==> config.mk <==
export PLATFORM = sky130hd
export DESIGN_NAME = byte_packer
export DESIGN_NICKNAME = d
export VERILOG_FILES = /design/src/rtl/byte_packer.sv
export SDC_FILE = /design/constraint.sdc
export NUM_CORES = 1
export LEC_CHECK = 0
export ABC_CLOCK_PERIOD_IN_PS = 1690
export CORE_ASPECT_RATIO = 1.5
export CORE_MARGIN = 8
export CORE_UTILIZATION = 49
export CTS_CLUSTER_DIAMETER = 30
export CTS_CLUSTER_SIZE = 16
export DETAILED_ROUTE_END_ITERATION = 16
export PLACE_DENSITY = 0.78
export SYNTH_ARGS = -nofsm -noshare
export SYNTH_HDL_FRONTEND = slang
export SYNTH_SLANG_ARGS = --single-unit
==> constraint.sdc <==
create_clock -name clk -period 1.69 [get_ports clk]
set_input_delay 0.338 -clock clk [delete_from_list [all_inputs] [get_ports clk]]
set_output_delay 0.338 -clock clk [all_outputs]
set_load 0.02 [all_outputs]
==> src/rtl/byte_packer.sv <==
// Packs a stream of bytes into BYTES_PER_WORD-byte words with selectable lane order.
// Define PACKER_PARTIAL_FLUSH_EN to emit a zero-padded partial word on sof instead of dropping it.
module byte_packer #(
  parameter int BYTES_PER_WORD = 3
) (
  input  logic                        clk,
  input  logic                        rst_n,
  input  logic [7:0]                  in_data,
  input  logic                        in_valid,
  output logic                        in_ready,
  input  logic                        sof,
  input  logic                        msb_first,
  output logic [8*BYTES_PER_WORD-1:0] out_data,
  output logic                        out_valid,
  input  logic                        out_ready,
  output logic [3:0]                  out_bytes
);

  localparam int N  = BYTES_PER_WORD;
  localparam int CW = (N > 2) ? $clog2(N) : 1;
  localparam logic [CW-1:0] LAST = CW'(N - 1);

  logic [CW-1:0]  cnt_reg, cnt_next;
  logic [8*N-1:0] acc_reg, acc_next;
  logic           order_reg, order_next;
  logic [8*N-1:0] out_data_reg, out_data_next;
  logic [3:0]     out_bytes_reg, out_bytes_next;
  logic           out_valid_reg, out_valid_next;

  logic           accept;
  logic           partial;
  logic [8*N-1:0] filled;
  logic [8*N-1:0] src;
  logic [8*N-1:0] src_rev;
  logic [8*N-1:0] emit_word;

  assign in_ready = !out_valid_reg || out_ready;
  assign accept   = in_valid && in_ready;
  assign partial  = sof && (cnt_reg != '0);

  // Accumulator always holds lanes LSB-first; order is applied only when a word leaves.
  genvar gi;
  generate
    for (gi = 0; gi < N; gi++) begin : g_lane
      assign filled[8*gi +: 8]          = (cnt_reg == CW'(gi)) ? in_data : acc_reg[8*gi +: 8];
      assign src_rev[8*(N-1-gi) +: 8]   = src[8*gi +: 8];
    end
  endgenerate

  assign src       = partial ? acc_reg : filled;
  assign emit_word = order_reg ? src_rev : src;

  always_comb begin
    cnt_next       = cnt_reg;
    acc_next       = acc_reg;
    order_next     = order_reg;
    out_data_next  = out_data_reg;
    out_bytes_next = out_bytes_reg;
    out_valid_next = out_valid_reg && !out_ready;
    if (accept) begin
      if (partial) begin
`ifdef PACKER_PARTIAL_FLUSH_EN
        out_data_next  = emit_word;
        out_bytes_next = 4'(cnt_reg);
        out_valid_next = 1'b1;
`endif
        acc_next   = {{(8*(N-1)){1'b0}}, in_data};
        cnt_next   = CW'(1);
        order_next = msb_first;
      end else begin
        if (cnt_reg == '0) begin
          order_next = msb_first;
        end
        if (cnt_reg == LAST) begin
          out_data_next  = emit_word;
          out_bytes_next = 4'(N);
          out_valid_next = 1'b1;
          acc_next       = '0;
          cnt_next       = '0;
        end else begin
          acc_next = filled;
          cnt_next = cnt_reg + CW'(1);
        end
      end
    end
  end

  always_ff @(posedge clk or negedge rst_n) begin
    if (!rst_n) begin
      cnt_reg       <= '0;
      acc_reg       <= '0;
      order_reg     <= 1'b0;
      out_data_reg  <= '0;
      out_bytes_reg <= '0;
      out_valid_reg <= 1'b0;
    end else begin
      cnt_reg       <= cnt_next;
      acc_reg       <= acc_next;
      order_reg     <= order_next;
      out_data_reg  <= out_data_next;
      out_bytes_reg <= out_bytes_next;
      out_valid_reg <= out_valid_next;
    end
  end

  assign out_data  = out_data_reg;
  assign out_bytes = out_bytes_reg;
  assign out_valid = out_valid_reg;

endmodule

[Word-level counts from Yosys, hierarchy flattened]
Cells that the tools add are included.
Storage, ports and cells
  input bits: 14
  register bits after elaboration: 53
Cells by class
  equality and inequality tests: 2
  bitwise operators: 1
  reductions and logical operators: 11
  add/sub/neg operators: 1
  mux-type cells: 13
Operators by type and width (count)
  $mux W24: 3
  $mux W8: 3
  $mux W1: 5
  $mux W2: 2
  $reduce_bool A2 Y1: 2
  $logic_and A1 B1 Y1: 3
  $reduce_and A3 Y1: 1
  $add A2 B1 Y2 const B: 1
  $eq A2 B1 Y1 const B: 1
  $eq A2 B2 Y1 const B: 1
  $logic_not A1 Y1: 2
  $logic_not A2 Y1: 1
  $reduce_and A2 Y1: 1
  $logic_or A1 B1 Y1: 1
  $not A1 Y1: 1

[Logic depth before layout (Yosys ltp)]
  depth in word-level cells: 5
  mapped depth: 6
  gate-level depth less buffers: 3

[Worst setup path after synthesis]
No wires, ideal clock.
  path type: reg2reg
  from: register out_valid_reg (netlist: out_valid)
  to: register out_data_reg[12] (netlist: out_data[12])
  path slack: -0.111 ns
  library setup time: 0.125 ns
  cell stages (with the launch flop): 7
  data arrival time: 1.676 ns
  period minus slack after synthesis: 1.801 ns
  cell sequence: dfrtp_1 nand2b_1 clkbuf_1 and4b_1 buf_6 buf_6 mux2_4
Between the ends
  word-level cells in the longest chain between the ends: 4
Ends and longest elaborated chain
  start: declaration: line 28  | logic out_valid_reg, out_valid_next;
  start signal: assignment: line 102  | out_valid_reg <= out_valid_next;
  $logic_not A1 Y1: line 37  | assign in_ready = !out_valid_reg || out_ready;
  $logic_or A1 B1 Y1: line 37
  via in_ready: line 10  | output logic in_ready,
  $logic_and A1 B1 Y1: line 38  | assign accept = in_valid && in_ready;
  $reduce_and A3 Y1 (no source line)
  end signal: assignment: line 100  | out_data_reg <= out_data_next;
  end: declaration: line 26  | logic [8*N-1:0] out_data_reg, out_data_next;
The timed path passes the listed nets, and every way through them passes these cells.
A chain may end at the register's enable or synchronous reset.

[Worst setup path after layout]
  from: register out_data_reg[20] (netlist: out_data[20])
  to: output port out_data[20]
RTL lines
  end: declaration: line 13  | output logic [8*BYTES_PER_WORD-1:0] out_data,
No word-level cell between the ends.

==> results.json <==
{
  "finalCritPeriodShare_pct": 96.6,
  "endpoint_kind": "output pin",
  "yosysWarningCount": 0,
  "ant_nets": 0,
  "portBuffers": 41,
  "grt_first_pass_wirelength_mm": 7.87,
  "initial_core_util_pct": 51.1,
  "numCtsBuffers": 5,
  "grt_pass1_vias": 1620,
  "place_worst_setup_slack_ns": -0.237,
  "worstSetupPathType": "reg -> out",
  "synthFlopType": "dfrtp_1",
  "clk_transition_reported_paths_ns": 0.08,
  "cts_htree_levels": 2,
  "yosysTopAreaCell": "dfrtp_1",
  "ys_top_cells_by_count": "dfrtp_1 (45), inv_1 (26), mux2i_1 (17)",
  "cp_slowest_cell": "clkdlybuf4s50_1",
  "core-area_sq_um": 3960,
  "vias": 1507,
  "grt_max_degree": 46,
  "drt-pass1-iter-count": 4,
  "die_y_microns": 94.7,
  "synth_enable_flop_cells": 0,
  "fin_util_pct": 66.0,
  "timing.fmax_mhz": 613,
  "rows": 28,
  "gp_congestion": 0.869,
  "clock_latency_ns": 0.30,
  "yosys-top-cells-area": "dfrtp_1 (56%), mux2i_1 (8.4%), o22ai_1 (5.0%), inv_1 (4.8%), mux2_2 (3.9%)",
  "area_growth_pct": 29.3,
  "final_nets": 238,
  "setup_viol": 0,
  "slew_viol_final": 0,
  "fin_crit_ns": 1.63,
  "hold_path.class": "in -> async",
  "setup_slack_ns": 0.0576,
  "cp.required_ns": 1.35,
  "cts.path.max_buffers": 2,
  "io_pins": 44,
  "arrival_ns": 1.29,
  "cts_sinks": 45,
  "ctsHoldBuffers": 0,
  "critPathMaxFanout": 2,
  "die_area_sq_um": 6480,
  "hold_viol": 0,
  "cts-root-buf": "clkbuf_8",
  "slew-limit-headroom_pct": 63.8,
  "design_power_total_mw": 3.47,
  "ys_ff_latch": 45,
  "overflow": 0,
  "cp_top_family": "buffers and inverters",
  "peakVddDrop_mv": 0.907,
  "worstRegToRegCells": 3,
  "p_per_area_nw_per_um2": 1330,
  "crit_buf_inv": 1,
  "max_stage_delay_ns": 0.63,
  "status": "finished clean",
  "drt_iter0_markers": 50,
  "async_reset_ff_share_pct": 100,
  "routed_via_density": 5.58,
  "start_kind": "flop",
  "grt_setup_unrepaired": "false",
  "syn-cell-area_sq_um": 2020,
  "wirelength_mm": 4.72,
  "wl_per_cell_microns": 17.5,
  "antenna_cells": 0,
  "ys_seq_area_share_pct": 55.7,
  "crit_cells": 1,
  "chipWidth_microns": 68.5,
  "nFillCells": 303,
  "syn_inst": 176,
  "avgSynthCellArea_sq_um": 11.5,
  "tightest_slew_ns": 0.544,
  "largest_reg_flops": 24,
  "grtUsageTotal_pct": 15.8,
  "p_leak_nw": 1.22,
  "synth_top_area_share_pct": 55.7,
  "hpwl_mm": 3.58,
  "synth.most_common_cell": "dfrtp_1",
  "drive_gt1_share_pct": 14.2,
  "antenna_found_initial": 0,
  "fin_tns_setup_ns": 0,
  "crit_chain": "clkdlybuf4s50_1",
  "drc": 0,
  "cts_tree": "built",
  "fin_skew_ns": 0.00741,
  "maxCapViolCount": 0,
  "synth_cell_types": 27
}
## power by group
part / switching [mW] / internal (mW) / total (mW)
Combinational: 0.624 / 0.632 / 1.26
Clock: 0.343 / 0.287 / 0.629
Sequential: 0.203 / 1.38 / 1.58
## layout make-up
type	count	area [sq um]	share of cell area [%]
clock buffers	6	72.6	2.78
clock inverters	2	10.0	0.383
inverters	27	101	3.88
multi-input cells	93	719	27.5
flip-flops and latches	45	1130	43.1
well taps	45	56.3	2.15
repair buffers	52	528	20.2
## path summary, 6_finish.rpt
check                                  start           end  slack, ns
worst max-delay path            out_data[20]  out_data[20]       0.06
worst min-delay path                   rst_n  out_data[20]       0.10
worst max register to register    cnt_reg[0]  out_data[18]       0.12
worst min register to register  out_data[14]  out_data[14]       0.51
max in group asynchronous              rst_n     out_valid       1.21
min in group clk                out_data[14]  out_data[14]       0.51
## cells in the final DEF, fill, tap and decap left out
| cell | count |
|---|---|
| a21o_1 | 2 |
| a221oi_2 | 1 |
| a22o_1 | 8 |
| and4b_1 | 1 |
| buf_12 | 3 |
| buf_2 | 1 |
| buf_4 | 8 |
| clkbuf_1 | 1 |
| clkbuf_8 | 5 |
| clkdlybuf4s15_1 | 1 |
| clkdlybuf4s50_1 | 38 |
| clkinv_1 | 1 |
| clkinv_2 | 2 |
| conb_1 | 2 |
| dfrtp_1 | 45 |
| dlymetal6s2s_1 | 1 |
| inv_1 | 26 |
| mux2_2 | 7 |
| mux2_4 | 2 |
| mux2i_1 | 17 |
| nand2_1 | 11 |
| nand2b_1 | 2 |
| nand3_1 | 8 |
| nand3b_1 | 2 |
| nor2_2 | 1 |
| nor2b_1 | 2 |
| o211a_1 | 1 |
| o221ai_1 | 8 |
| o22ai_1 | 16 |
| or2_2 | 1 |
| or3b_2 | 1 |
## routing by layer
layer  track usage [%]  wire length, microns  share of wire [%]  vias to the layer above
li1                  -                     -                  -                      702
met1              17.3                  1730                 37                      748
met2              27.4                  2630                 56                       45
met3              3.80                   227                4.8                       12
met4              7.38                   139                2.9                        0
met5                 0                     0                  0                        -
## repair_timing
action | CTS | global route
setup endpoints to repair | 1 | 2
buffers inserted | 0 | 0
resized for setup | 1 | 2
## through the flow
| step | instance area [sq um] | cells | hold WS (ns) |
|---|---|---|---|
| 2_1_floorplan | 2030 | 177 | 0.0424 |
| 3_3_place_gp | 2530 | 262 | 0.434 |
| 3_5_place_dp | 2530 | 262 | 0.446 |
| 4_1_cts | 2610 | 270 | 0.118 |
| 5_1_grt | 2610 | 270 | 0.142 |
| 6_report | 2610 | 270 | 0.103 |
## cells by family after synthesis
group / after synthesis / share of synthesized area (%)
compound gates: 36 / 13.9
buf+inv: 39 / 8.91
flops: 45 / 55.7
mux: 26 / 13.8
other cells: 1 / 0.185
simple gates: 29 / 7.55
Power figures use the tool's default switching activity.
